--- src/rtl/decode_pkg.sv ---
// Shared opcode constants, instruction field positions and decode helpers
// for the decode stage and its register file.
package decode_pkg;

    localparam int unsigned XLEN   = 32;
    localparam int unsigned REG_AW = 5;
    localparam int unsigned NREGS  = 32;

    localparam logic [5:0] OP_R    = 6'd0;
    localparam logic [5:0] OP_ADDI = 6'd1;
    localparam logic [5:0] OP_LUI  = 6'd3;
    localparam logic [5:0] OP_ANDI = 6'd4;
    localparam logic [5:0] OP_ORI  = 6'd5;
    localparam logic [5:0] OP_XORI = 6'd6;
    localparam logic [5:0] OP_LW   = 6'd16;
    localparam logic [5:0] OP_LH   = 6'd18;
    localparam logic [5:0] OP_LB   = 6'd20;
    localparam logic [5:0] OP_SW   = 6'd24;
    localparam logic [5:0] OP_SH   = 6'd26;
    localparam logic [5:0] OP_SB   = 6'd28;
    localparam logic [5:0] OP_JAL  = 6'd41;

    localparam int unsigned OP_HI  = 31;
    localparam int unsigned OP_LO  = 26;
    localparam int unsigned RS_HI  = 25;
    localparam int unsigned RS_LO  = 21;
    localparam int unsigned RT_HI  = 20;
    localparam int unsigned RT_LO  = 16;
    localparam int unsigned RD_HI  = 15;
    localparam int unsigned RD_LO  = 11;
    localparam int unsigned AUX_HI = 10;
    localparam int unsigned AUX_LO = 0;
    localparam int unsigned IMM_HI = 15;
    localparam int unsigned IMM_LO = 0;
    localparam int unsigned TGT_HI = 25;
    localparam int unsigned TGT_LO = 0;

    typedef struct packed {
        logic [5:0]  op;
        logic [4:0]  rs;
        logic [4:0]  rt;
        logic [4:0]  rd;
        logic [10:0] aux;
        logic [15:0] imm;
        logic [25:0] tgt;
    } instr_fields_t;

    function automatic instr_fields_t split_instr(input logic [31:0] instr);
        instr_fields_t f;
        f.op  = instr[OP_HI:OP_LO];
        f.rs  = instr[RS_HI:RS_LO];
        f.rt  = instr[RT_HI:RT_LO];
        f.rd  = instr[RD_HI:RD_LO];
        f.aux = instr[AUX_HI:AUX_LO];
        f.imm = instr[IMM_HI:IMM_LO];
        f.tgt = instr[TGT_HI:TGT_LO];
        return f;
    endfunction

    function automatic logic [31:0] imm_ext(input instr_fields_t f);
        logic [31:0] r;
        r = '0;
        case (f.op)
            OP_ADDI, OP_LW, OP_LH, OP_LB, OP_SW, OP_SH, OP_SB: r = {{16{f.imm[15]}}, f.imm};
            OP_LUI, OP_ANDI, OP_ORI, OP_XORI:                  r = {16'h0000, f.imm};
            OP_JAL:                                            r = {6'b000000, f.tgt};
            default:                                           r = '0;
        endcase
        return r;
    endfunction

    function automatic logic is_load(input logic [5:0] op);
        return (op == OP_LW) || (op == OP_LH) || (op == OP_LB);
    endfunction

    // Opcodes that read rt as a source operand (R-type and stores).
    function automatic logic reads_rt(input logic [5:0] op);
        return (op == OP_R) || (op == OP_SW) || (op == OP_SH) || (op == OP_SB);
    endfunction

endpackage

--- src/rtl/regfile_32x32.sv ---
// 32 x 32-bit register file: one synchronous write port, two asynchronous
// read ports, synchronous clear on reset; register 0 is hardwired to zero.
module regfile_32x32
    import decode_pkg::*;
(
    input  logic              clk_i,
    input  logic              rst_i,
    input  logic              we_i,
    input  logic [REG_AW-1:0] waddr_i,
    input  logic [XLEN-1:0]   wdata_i,
    input  logic [REG_AW-1:0] raddr_a_i,
    input  logic [REG_AW-1:0] raddr_b_i,
    output logic [XLEN-1:0]   rdata_a_o,
    output logic [XLEN-1:0]   rdata_b_o
);

    logic [XLEN-1:0] mem_q [NREGS];

    always_ff @(posedge clk_i) begin
        if (rst_i) begin
            for (int i = 0; i < NREGS; i++) begin
                mem_q[i] <= '0;
            end
        end else if (we_i && (waddr_i != '0)) begin
            mem_q[waddr_i] <= wdata_i;
        end
    end

    always_comb begin
        rdata_a_o = (raddr_a_i == '0) ? '0 : mem_q[raddr_a_i];
        rdata_b_o = (raddr_b_i == '0) ? '0 : mem_q[raddr_b_i];
    end

endmodule

--- src/rtl/decode_stage.sv ---
// Decode stage: field split, immediate extension, register read, load-use
// stall and a one-entry output register. Define DECODE_WB_BYPASS_EN to forward
// same-cycle writeback data into the captured operands.
module decode_stage
    import decode_pkg::*;
(
    input  logic        clk,
    input  logic        rst,

    input  logic        in_valid,
    output logic        in_ready,
    input  logic [31:0] in_pc,
    input  logic [31:0] in_instr,

    input  logic        wb_en,
    input  logic [4:0]  wb_reg,
    input  logic [31:0] wb_data,

    output logic        out_valid,
    input  logic        out_ready,
    output logic [31:0] pc,
    output logic [5:0]  op,
    output logic [4:0]  rt,
    output logic [4:0]  rd,
    output logic [10:0] aux,
    output logic [31:0] os,
    output logic [31:0] ot,
    output logic [31:0] imm_dpl
);

    instr_fields_t f;
    logic [31:0]   rs_data;
    logic [31:0]   rt_data;
    logic [31:0]   os_src;
    logic [31:0]   ot_src;
    logic          hazard;
    logic          accept;

    logic        valid_q, valid_d;
    logic [31:0] pc_q, pc_d;
    logic [5:0]  op_q, op_d;
    logic [4:0]  rt_q, rt_d;
    logic [4:0]  rd_q, rd_d;
    logic [10:0] aux_q, aux_d;
    logic [31:0] os_q, os_d;
    logic [31:0] ot_q, ot_d;
    logic [31:0] imm_q, imm_d;

    assign f = split_instr(in_instr);

    regfile_32x32 u_regfile (
        .clk_i     (clk),
        .rst_i     (rst),
        .we_i      (wb_en),
        .waddr_i   (wb_reg),
        .wdata_i   (wb_data),
        .raddr_a_i (f.rs),
        .raddr_b_i (f.rt),
        .rdata_a_o (rs_data),
        .rdata_b_o (rt_data)
    );

`ifdef DECODE_WB_BYPASS_EN
    always_comb begin
        os_src = rs_data;
        ot_src = rt_data;
        if (wb_en && (wb_reg != '0) && (wb_reg == f.rs)) os_src = wb_data;
        if (wb_en && (wb_reg != '0) && (wb_reg == f.rt)) ot_src = wb_data;
    end
`else
    always_comb begin
        os_src = rs_data;
        ot_src = rt_data;
    end
`endif

    // Load in the output stage whose destination feeds the incoming instruction.
    always_comb begin
        hazard = valid_q && is_load(op_q) && (rt_q != '0) &&
                 ((rt_q == f.rs) || ((rt_q == f.rt) && reads_rt(f.op)));
        in_ready = (!valid_q || out_ready) && !hazard;
        accept   = in_valid && in_ready;
    end

    always_comb begin
        valid_d = valid_q;
        pc_d    = pc_q;
        op_d    = op_q;
        rt_d    = rt_q;
        rd_d    = rd_q;
        aux_d   = aux_q;
        os_d    = os_q;
        ot_d    = ot_q;
        imm_d   = imm_q;
        if (accept) begin
            valid_d = 1'b1;
            pc_d    = in_pc;
            op_d    = f.op;
            rt_d    = f.rt;
            rd_d    = f.rd;
            aux_d   = f.aux;
            os_d    = os_src;
            ot_d    = ot_src;
            imm_d   = imm_ext(f);
        end else if (out_ready) begin
            // Covers both the drained case and the load-use bubble.
            valid_d = 1'b0;
        end
    end

    always_ff @(posedge clk) begin
        if (rst) begin
            valid_q <= 1'b0;
            pc_q    <= '0;
            op_q    <= '0;
            rt_q    <= '0;
            rd_q    <= '0;
            aux_q   <= '0;
            os_q    <= '0;
            ot_q    <= '0;
            imm_q   <= '0;
        end else begin
            valid_q <= valid_d;
            pc_q    <= pc_d;
            op_q    <= op_d;
            rt_q    <= rt_d;
            rd_q    <= rd_d;
            aux_q   <= aux_d;
            os_q    <= os_d;
            ot_q    <= ot_d;
            imm_q   <= imm_d;
        end
    end

    assign out_valid = valid_q;
    assign pc        = pc_q;
    assign op        = op_q;
    assign rt        = rt_q;
    assign rd        = rd_q;
    assign aux       = aux_q;
    assign os        = os_q;
    assign ot        = ot_q;
    assign imm_dpl   = imm_q;

endmodule

--- config.mk ---
export PLATFORM = sky130hd
export DESIGN_NAME = decode_stage
export DESIGN_NICKNAME = d
export VERILOG_FILES = /design/src/rtl/decode_pkg.sv /design/src/rtl/regfile_32x32.sv /design/src/rtl/decode_stage.sv
export SDC_FILE = /design/constraint.sdc
export NUM_CORES = 2
export LEC_CHECK = 0
export CAP_MARGIN = 40
export CORE_ASPECT_RATIO = 1.2
export CORE_MARGIN = 4
export CORE_UTILIZATION = 55
export DETAILED_ROUTE_END_ITERATION = 8
export GPL_TIMING_DRIVEN = 0
export PLACE_DENSITY = 0.79
export SLEW_MARGIN = 20
export SYNTH_ARGS = -nofsm -noshare
export SYNTH_HDL_FRONTEND = slang
export SYNTH_SLANG_ARGS = --single-unit
--- constraint.sdc ---
create_clock -name clk -period 2.45 [get_ports clk]
set_input_delay 0.49 -clock clk [delete_from_list [all_inputs] [get_ports clk]]
set_output_delay 0.49 -clock clk [all_outputs]
set_load 0.03 [all_outputs]
==> results.json <==
{
  "outcome": "complete, but fails checks",
  "p_seq_share_pct": 47.2,
  "totalWireLength_um": 237000,
  "cts_buffers": 117,
  "yosysMostFrequentCell": "edfxtp_1",
  "skew_ps": 39.7,
  "leakagePower_nw": 25.5,
  "p_int_mw": 36.4,
  "drv_slew": 0,
  "synth_area_leader_cell": "edfxtp_1",
  "syn-cell-area_um2": 59400,
  "hold_depth": 3,
  "r2r_start": "rt[1]",
  "overflow": 0,
  "drt-initial-drc-count": 6497,
  "synth_flop_cell": "edfxtp_1",
  "syn_inst": 4225,
  "clock-sinks": 1175,
  "cts-htree-levels": 3,
  "grt_max_degree": 26,
  "grt_pass1_vias": 41800,
  "synth-edff-count": 1024,
  "crit_path_start_kind": "flip-flop",
  "grt_pass1_wl_um": 317000,
  "synth.area.top_cells": "edfxtp_1 (52%), mux4_2 (15%), and2_1 (10%)",
  "finalSetupViolCount": 184,
  "switchingPower_mw": 13.7,
  "area_growth_pct": 19.7,
  "worst_slew_pin_slew_ps": 1000,
  "crit_chain": "or4_4 > o211ai_4 > o41ai_4 > nor2_2 > buf_6",
  "die_h_um": 368,
  "first_pass_iters": 9,
  "cts_tree": "done",
  "path_delay_family": "simple AND/OR/NAND/NOR gates",
  "cts.clk_slew.worst_paths_ps": 70,
  "p_per_area_nw_per_um2": 704,
  "peakVddDrop_mv": 0.682,
  "drive_gt1_share_pct": 22.7,
  "reg2reg_setup_slack_ps": -340,
  "antenna_found_initial": 18,
  "gp_congestion": 1.05,
  "ant_nets": 0,
  "drv_cap": 0,
  "period_needed_ps": 2940,
  "synth_seq_area_share_pct": 56.9,
  "ys_types": 55,
  "synthArstFlopShare_pct": 0,
  "netlist.area_leader.share_pct": 51.8,
  "hold_path_class": "primary input to flip-flop",
  "critPathSlowestCell": "or4_4",
  "io_pins": 263,
  "clock_path_buffers": 3,
  "worstHoldStart": "in_pc[31]",
  "synth_common_cells": "edfxtp_1 (1024), and2_1 (993), mux4_2 (403)",
  "core_region_area_um2": 107000,
  "worstPathBufferInverterCount": 1,
  "io_buffers": 253,
  "layout.nets": 4822,
  "vias": 43500,
  "dp_hpwl_um": 169000,
  "fin_crit_sh_pct": 120,
  "hold_end": "pc[31]",
  "max_slew_margin_pct": 33.2,
  "die_area_um2": 113000,
  "drc": 0,
  "synth_seq_cells": 1175,
  "end_kind": "output pin",
  "slowest_delay_ps": 520,
  "hold_violations": 0,
  "violations": "setup timing",
  "critPathMaxFanout": 3,
  "yosys_warnings": 0,
  "avgSynthCellArea_um2": 14.1,
  "start_util_pct": 55.7,
  "max_freq_ghz": 0.340,
  "grt_usage_pct": 40.6,
  "power_mw": 50.0,
  "cp.arrival_ps": 2450,
  "clock_latency_ps": 750,
  "rsz0062_at_grt": "true",
  "setup_ws_ps": -490,
  "required_ps": 1960,
  "path_class": "flip-flop to output pin",
  "dieWidth_um": 308,
  "reg2regPathDepth": 9,
  "fin_util_pct": 66.6,
  "wl_per_cell_um": 38.1,
  "viasPerCell": 6.99,
  "p_comb_share_pct": 15.0,
  "pwr-share-clk_pct": 37.8,
  "cts-root-buf": "clkbuf_16",
  "fp-row-count": 131,
  "r2r_end": "ot[15]",
  "swShare_pct": 27.3
}
[power by group through the flow]
stage          Combinational [mW]  Clock (mW)  Sequential, mW
4_1_cts                      6.86        18.7            23.5
6_report                     7.51        18.9            23.6
3_5_place_dp                 6.69           0            23.9
3_3_place_gp                 6.45           0            23.9
2_1_floorplan                3.33           0            24.0
5_1_grt                      7.55        19.7            23.7
[cells by family after synthesis]
kind of cell / synth area share, %
xor gates and xnor gates: 0.147
and+or+nand+nor: 13.5
DFF: 56.9
AOI/OAI and AO/OA: 6.38
other: 0.00631
muxes: 20.1
buffers and inverters: 3.05
[registers in the layout, indices dropped and copies added (netlist names)]
name and flops:
u_regfile.mem_q 1024, op 6, rt 5, rd 5
ot 32, os 32, aux 11, out_valid 1
pc 32, imm_dpl 27
[worst max-delay path by stage]
stage                             from  slack (ps)        to  depth (start not counted)
after global placement    in_instr[22]       -2710    os[16]                         10
after floorplan           in_instr[21]          -9     os[6]                          9
after global routing             rt[1]        -480  in_ready                          5
final                            rt[1]        -490  in_ready                          5
after CTS                        rt[0]        -450  in_ready                          5
after detailed placement  in_instr[22]       -2530     os[9]                         11
[area by class of cell]
cell class                 count  area, um2
inverter                       3       11.3
antenna                        5       12.5
multi-input combinational   2638      25000
tap                         1396       1750
buffer                       436       2380
clock buffer                 143       3210
clock inverter                80        781
sequential                  1175      33800
fill                        7440      35600
timing repair buffer         345       4110
[worst register-to-register path: stages, from the launching register on]
cell	delay (ps)
dfxtp_4	350
or4_4	520
o211ai_4	260
o41ai_4	130
buf_4	170
nor3_4	250
buf_12	170
clkbuf_2	270
a21boi_1	440
a221o_1	170
[metrics by stage]
| step | cell area [um2] | setup WS [ps] | instances | TNS (ps) | hold WS (ps) |
|---|---|---|---|---|---|
| floorplan | 59600 | -8.84 | 4256 | -148 | 576 |
| global placement | 63900 | -2710 | 5905 | -2705120 | 438 |
| detailed placement | 64800 | -2530 | 5961 | -2501110 | 444 |
| CTS | 69500 | -451 | 6191 | -44590 | 276 |
| global route | 71100 | -476 | 6217 | -28260 | 309 |
| finish | 71100 | -490 | 6221 | -27190 | 302 |
[routing by layer]
layer,GRT usage [%],share of wire [%],up-vias
li1,-,-,17100
met1,47.0,31,21600
met2,59.5,43,3745
met3,11.7,13,1077
met4,40.9,13,12
met5,0,0.050,-
[placed cells by master (no fill, tap or decap), drive strengths merged, types with 25 or more instances in the layout]
cell type,instances
a21boi,32
a21oi,79
a221o,31
a221oi,130
a22o,31
a22oi,62
and2,993
buf,197
clkbuf,472
clkdlybuf4s50,231
clkinv,53
conb,32
dfxtp,151
edfxtp,1024
mux2i,284
mux4,403
nand2,152
nand3,25
nor2,113
nor3,40
o21ai,63
o22ai,56
or2,35
[timing repair]
item                                    4_1_cts  5_1_grt
hold endpoints to repair                      0        0
endpoints found under the setup margin     2101      710
cloned                                        0       13
resized for setup                           214      352
pin swaps                                     6      108
setup buffers                                 8       14
hold buffers                                  0        0
Note: power is estimated with default switching activity, not from simulation.
